**src/rtl/lsu.sv**
```systemverilog
// Load/store unit: byte/half/word requests to a word-indexed dmem, with read-modify-write for sub-word stores.
// Optional feature: define LSU_MISALIGN_TRAP_EN to flag misaligned accesses instead of masking the low address bits.
module lsu (
    input  logic        clk,
    input  logic        rst_n,
    input  logic        req_valid,
    output logic        req_ready,
    input  logic        req_we,
    input  logic [1:0]  req_size,
    input  logic        req_unsigned,
    input  logic [31:0] req_addr,
    input  logic [31:0] req_wdata,
    output logic        resp_valid,
    output logic [31:0] resp_rdata,
    output logic        resp_err,
    output logic [31:0] mem_addr,
    output logic        mem_write,
    output logic [31:0] mem_wdata,
    input  logic [31:0] mem_rdata
);

    typedef enum logic [1:0] {
        IDLE  = 2'b00,
        LOAD  = 2'b01,
        MERGE = 2'b10
    } state_t;

    state_t      state;
    state_t      state_next;
    logic [31:0] addr_q;
    logic [1:0]  size_q;
    logic        unsigned_q;
    logic [15:0] wdata_q;
    logic        accept;
    logic        misaligned;
    logic        mem_write_raw;

    // Pick the addressed lane out of a dmem word and extend it to 32 bits.
    function automatic logic [31:0] extract(input logic [31:0] word,
                                            input logic [1:0]  size,
                                            input logic        uns,
                                            input logic [1:0]  lane);
        logic [7:0]  b;
        logic [15:0] h;
        logic [31:0] result;
        b = 8'h00;
        h = 16'h0000;
        case (size)
            2'b00: begin
                case (lane)
                    2'b00:   b = word[7:0];
                    2'b01:   b = word[15:8];
                    2'b10:   b = word[23:16];
                    default: b = word[31:24];
                endcase
                result = uns ? {24'h000000, b} : {{24{b[7]}}, b};
            end
            2'b01: begin
                h = lane[1] ? word[31:16] : word[15:0];
                result = uns ? {16'h0000, h} : {{16{h[15]}}, h};
            end
            default: result = word;
        endcase
        return result;
    endfunction

    // Overlay the store data onto the old word for a sub-word store.
    function automatic logic [31:0] merge(input logic [31:0] word,
                                          input logic [15:0] data,
                                          input logic        is_half,
                                          input logic [1:0]  lane);
        logic [31:0] result;
        result = word;
        if (is_half) begin
            if (lane[1]) result[31:16] = data;
            else         result[15:0]  = data;
        end else begin
            case (lane)
                2'b00:   result[7:0]   = data[7:0];
                2'b01:   result[15:8]  = data[7:0];
                2'b10:   result[23:16] = data[7:0];
                default: result[31:24] = data[7:0];
            endcase
        end
        return result;
    endfunction

`ifdef LSU_MISALIGN_TRAP_EN
    assign misaligned = (req_size[1] && (req_addr[1:0] != 2'b00)) ||
                        ((req_size == 2'b01) && req_addr[0]);
`else
    assign misaligned = 1'b0;
`endif

    assign req_ready = rst_n && (state == IDLE);
    assign accept    = req_valid && req_ready;

    always_comb begin
        state_next    = state;
        mem_write_raw = 1'b0;
        mem_wdata     = req_wdata;
        mem_addr      = {2'b00, req_addr[31:2]};
        case (state)
            IDLE: begin
                if (accept && !misaligned) begin
                    if (req_we && req_size[1]) mem_write_raw = 1'b1;
                    else if (req_we)           state_next    = MERGE;
                    else                       state_next    = LOAD;
                end
            end
            LOAD: begin
                mem_addr   = {2'b00, addr_q[31:2]};
                state_next = IDLE;
            end
            MERGE: begin
                mem_addr      = {2'b00, addr_q[31:2]};
                mem_write_raw = 1'b1;
                mem_wdata     = merge(mem_rdata, wdata_q, size_q[0], addr_q[1:0]);
                state_next    = IDLE;
            end
            default: state_next = IDLE;
        endcase
    end

    // A write must never reach dmem while reset is asserted, even mid-RMW.
    assign mem_write = mem_write_raw && rst_n;

    always_ff @(posedge clk) begin
        if (!rst_n) begin
            state      <= IDLE;
            addr_q     <= 32'h0;
            size_q     <= 2'b00;
            unsigned_q <= 1'b0;
            wdata_q    <= 16'h0;
            resp_valid <= 1'b0;
            resp_rdata <= 32'h0;
        end else begin
            state      <= state_next;
            resp_valid <= 1'b0;
            resp_rdata <= 32'h0;
            if (accept) begin
                addr_q     <= req_addr;
                size_q     <= req_size;
                unsigned_q <= req_unsigned;
                wdata_q    <= req_wdata[15:0];
                if (misaligned || (req_we && req_size[1])) resp_valid <= 1'b1;
            end
            if (state == LOAD) begin
                resp_valid <= 1'b1;
                resp_rdata <= extract(mem_rdata, size_q, unsigned_q, addr_q[1:0]);
            end
            if (state == MERGE) resp_valid <= 1'b1;
        end
    end

`ifdef LSU_MISALIGN_TRAP_EN
    always_ff @(posedge clk) begin
        if (!rst_n) resp_err <= 1'b0;
        else        resp_err <= accept && misaligned;
    end
`else
    assign resp_err = 1'b0;
`endif

endmodule
```
**config.mk**
```make
export PLATFORM = sky130hd
export DESIGN_NAME = lsu
export DESIGN_NICKNAME = d
export VERILOG_FILES = /design/src/rtl/lsu.sv
export SDC_FILE = /design/constraint.sdc
export NUM_CORES = 1
export LEC_CHECK = 0
export CAP_MARGIN = 20
export CORE_ASPECT_RATIO = 1.75
export CORE_MARGIN = 2
export CORE_UTILIZATION = 40
export DETAILED_ROUTE_END_ITERATION = 8
export GPL_TIMING_DRIVEN = 0
export PLACE_DENSITY = 0.82
export SYNTH_ARGS = -nofsm -noshare
export SYNTH_HDL_FRONTEND = slang
export SYNTH_SLANG_ARGS = --single-unit
```
**constraint.sdc**
```tcl
create_clock -name clk -period 4.75 [get_ports clk]
set_clock_uncertainty 0.15 [all_clocks]
set_input_delay 0.7125 -clock clk [delete_from_list [all_inputs] [get_ports clk]]
set_output_delay 0.7125 -clock clk [all_outputs]
set_load 0.02 [all_outputs]
```
# After elaboration in Yosys (flattened, before gate mapping)
# Cells that the tools add are included.
# word_totals
ff_bits	86
elab_cells	45
output_inout_bits	100
# op_classes
n_eq_ne	5
n_reduce_logical	12
mux	20
n_bitwise	1
# op_table
op	count
$mux W32	4
$pmux W32 S2	1
$mux W16	3
$mux W8	4
$mux W30	1
$pmux W8 S3	1
$eq A2 B1 Y1 const B	3
$logic_not A2 Y1	3
$reduce_and A2 Y1	3
$eq A2 B2 Y1 const B	2
$logic_and A1 B1 Y1	4
$mux W1	4
$reduce_or A3 Y1	1
$mux W2	1
$pmux W1 S2	1
$reduce_or A2 Y1	1
$not A1 Y1	1

# Depth between registers and ports, before layout
# depth
ltp_word	6
mapped_depth	7
depth_no_buf	5

# Least setup slack after synthesis
# No wires, ideal clock.
# synth_timing
path_type	input -> output
from	in req_valid
to	out mem_write
t_required_ps	3888
n_path_buf	1
path_stages	4
slack_ps	2354
t_arrival_ps	1533
path_cell_list	and3_1 > clkbuf_1 > and3_1 > a21o_1
# synth_via
elab_chain_len	4
# synth_rtl
element	line_no	source
start, declared	6	input logic req_valid,
$logic_and A1 B1 Y1	96	assign accept = req_valid && req_ready;
$mux W1	105	if (accept && !misaligned) begin
$pmux W1 S2	103	case (state)
$logic_and A1 B1 Y1	126	assign mem_write = mem_write_raw && rst_n;
end, declared	17	output logic mem_write,
# No other way between the ends.

# Worst setup path after layout
# layout_timing
from	reg state[0]
to	out mem_wdata[9]
# layout_via
elab_chain_len	2
# layout_rtl
element	line_no	source
start, declared	28	state_t state;
start signal, assigned	138	state <= state_next;
$eq A2 B2 Y1	103	
$mux W32	103	
end, declared	18	output logic [31:0] mem_wdata,
# No other way between the ends.

==> out/results.txt <==
drt total wl: 16,290 um
DR WL/cell: 17.13 um
GRT Resource Usage Total: 25.36%
first-pass GRT wire length: 25,030 um
WP data arrival: 2.78 ns
RSZ-0062 raised after global routing: false
CP endpoint kind: output port
Final Hold Fails: 0
max-slew violation count: 0
DRC Markers: 13
post-synthesis average cell area: 7.823 um2
HPWL after detailed placement: 12,990 um
fin crit share: 76.77%
GRT overflow: 0
1st-iter DRT viols: 339
hold wc startpoint: addr_q[31]$_SDFFE_PN0P_
# rows: 52
die area: 12,630 um2
CP required: 3.89 ns
Max-cap violations: 0
vias in the first global route: 4,895
Post-DRT Antenna Nets: 0
leakage: 2.726 nW
Area Growth Syn to Fin: 52.79%
ant diodes: 0
post-synthesis sequential area ratio: 36.74%
cts repair resizes: 0
PD cells: 304.9 nW/um2
Post-CTS Setup Inserts: 0
R2R setup slack: 2.79 ns
Synth Register Bits: 86
initial antenna violation count: 0
CP Class: flip-flop to output port
share of synthesized flip-flops with an asynchronous set or reset: 0%
Post-Synthesis Cells: 599
Num CTS Buffers: 9
# clock sinks: 86
Die W: 85.82 um
Die Ht: 147.2 um
largest net degree at the start of global routing: 17
Slew @ Worst Pin: 0.7393 ns
hold path endpoint: addr_q[31]$_SDFFE_PN0P_
CTS tree: done
Vias/cell: 5.307
fmax: 274.2 MHz
Hold Path Depth: 2
Crit path top cell by count: clkbuf_1
Initial Util: 40.69%
Final nets: 917
slowest CP cell: clkdlybuf4s50_1
Worst-path clk slew: 0.07 ns
Setup Viol. Count Final: 0
via count: 5,047
critical path, cell by cell: inv_1, ha_1, clkbuf_1, clkbuf_1, nor2_1, a21oi_1, clkdlybuf4s50_1
fraction of layout cells with a size suffix above 1: 11.27%
worst-case clock buffer depth: 2
TNS Setup: 0 ns
status: finished, violations left
drt pass-1 iters: 8
design area: 7159 um2
r2r endpoint: wdata_q[7]$_SDFFE_PN0P_
I/O pins: 203
Startpoint Class: flip-flop
YS warnings: 0
post-synth cell types: 42
# H-tree levels: 3
Final GP Congestion: 0.9074
Hold Crit Class: flip-flop to flip-flop
Hold Slack: 0.3071 ns
clock root buffer: clkbuf_16
core area: 11,520 um2
Reg-to-Reg Start: state[0]$_SDFFE_PP0P_
Post-synth EDFFs: 0
CP peak stage delay: 0.65 ns
Area after DPL: 6854 um2
slew margin rel.: 50.71%
port buffer count: 199
prevailing post-synth register cell: dfxtp_1
Tmin final: 3.647 ns
peak supply drop: 0.1858 mV
crit-path max FO: 10
CTS Hold Bufs: 0
Reg2Reg Depth: 7
failing checks: DRC
Worst-Skew Late Latency: 0.34 ns
mapped cell area: 4686 um2
[where the power goes]
| group | switching [mW] | internal [mW] |
|---|---|---|
| combinational | 0.340 | 0.318 |
| clock | 0.313 | 0.414 |
| sequential | 0.0315 | 0.766 |
[critical path: cells and delay by family (launching register included)]
kind	cells	cell delay, ns
adders and majority gates	1	0.19
DFF	1	0.33
and+or+nand+nor	1	0.07
buffers and inverters	4	1.62
AOI/OAI and AO/OA	1	0.22
[metal layers]
| metal | up-vias | global-route usage (%) | share of wire, % |
|---|---|---|---|
| li1 | 2487 | - | - |
| met3 | 52 | 5.506 | 6.2 |
| met2 | 203 | 46.21 | 52 |
| met5 | - | 0 | 0 |
| met1 | 2305 | 25.20 | 35 |
| met4 | 0 | 16.27 | 6.1 |
[registers in the layout, indices dropped and copies added (netlist names)]
name,count
unsigned_q,1
addr_q,32
state,2
size_q,2
resp_valid,1
wdata_q,16
resp_rdata,32
[cell type report]
cell class	instances	area, um2
Fill cell	1033	4357
Multi-Input combinational cell	441	2643
Timing Repair Buffer	199	1992
Sequential cell	86	1722
Buffer	56	261.5
Clock buffer	9	225.2
Tap cell	135	168.9
Clock inverter	7	80.08
Inverter	18	67.56
[synthesized netlist by cell type (2+ instances only)]
cell	n	area [um2]
nor2_1	39	146.4
mux2i_1	18	180.2
a21oi_2	9	78.83
nand2b_1	18	112.6
o21ai_0	51	255.2
a22oi_1	2	15.01
a31oi_1	6	37.54
nor2_2	2	12.51
and3_1	3	18.77
a21oi_1	65	325.3
inv_1	17	63.81
nor2b_1	3	18.77
dfxtp_1	86	1722
and2_1	2	12.51
buf_1	7	26.28
nand3_1	8	40.04
mux2_2	38	427.9
a221oi_2	3	45.04
nand3b_1	8	60.06
a221oi_1	21	183.9
nand2_1	121	454.2
buf_4	7	52.55
o221a_2	6	67.56
ha_1	3	37.54
buf_2	5	25.02
clkbuf_1	35	131.4
[per-stage QoR]
| stage | instances | util, % | power (mW) | worst slack, ns |
|---|---|---|---|---|
| final | 951 | 62.17 | 2.183 | 1.103 |
| after global routing | 951 | 62.17 | 2.274 | 0.9184 |
| after CTS | 951 | 62.17 | 2.193 | 1.058 |
| after detailed placement | 935 | 59.52 | 1.468 | 1.217 |
| after global placement | 935 | 59.52 | 1.462 | 1.220 |
| after floorplan | 601 | - | 1.161 | 2.354 |
[worst max-delay path by stage]
stage / start / endpoint / slack, ns / cells after the start
after floorplan: req_valid / mem_write / 2.35 / 4
after global placement: req_valid / mem_write / 1.22 / 6
after detailed placement: rst_n / mem_write / 1.22 / 6
after CTS: state[0]$_SDFFE_PP0P_ / mem_wdata[9] / 1.06 / 7
after global routing: state[0]$_SDFFE_PP0P_ / mem_wdata[15] / 0.92 / 7
final: state[0]$_SDFFE_PP0P_ / mem_wdata[9] / 1.10 / 7
[kinds of logic after synthesis]
group           share of synthesized area, %
fa+ha+maj                             0.8012
mux                                    12.98
compound gates                         22.75
other cells                          0.08003
buf+inv                                7.023
flops                                  36.74
simple gates                           19.63
[cell usage in the layout (no fill, tap or decap), types with 2 or more instances in the layout]
cell type,n
nand2_1,121
clkbuf_16,9
ha_1,3
nor2_1,39
a31oi_1,6
dfxtp_1,86
and3_1,3
conb_1,3
buf_4,7
clkdlybuf4s50_1,199
o221a_2,6
mux2i_1,18
a21oi_2,9
buf_2,5
nand3b_1,8
nor2b_1,3
and2_1,2
mux2_2,38
nand2b_1,18
a221oi_2,3
a21oi_1,65
a22oi_1,2
a221oi_1,21
nor2_2,2
clkbuf_1,35
buf_1,7
inv_1,17
clkinvlp_4,2
o21ai_0,51
nand3_1,8
inv_6,3
(Power assumes the default switching activity.)
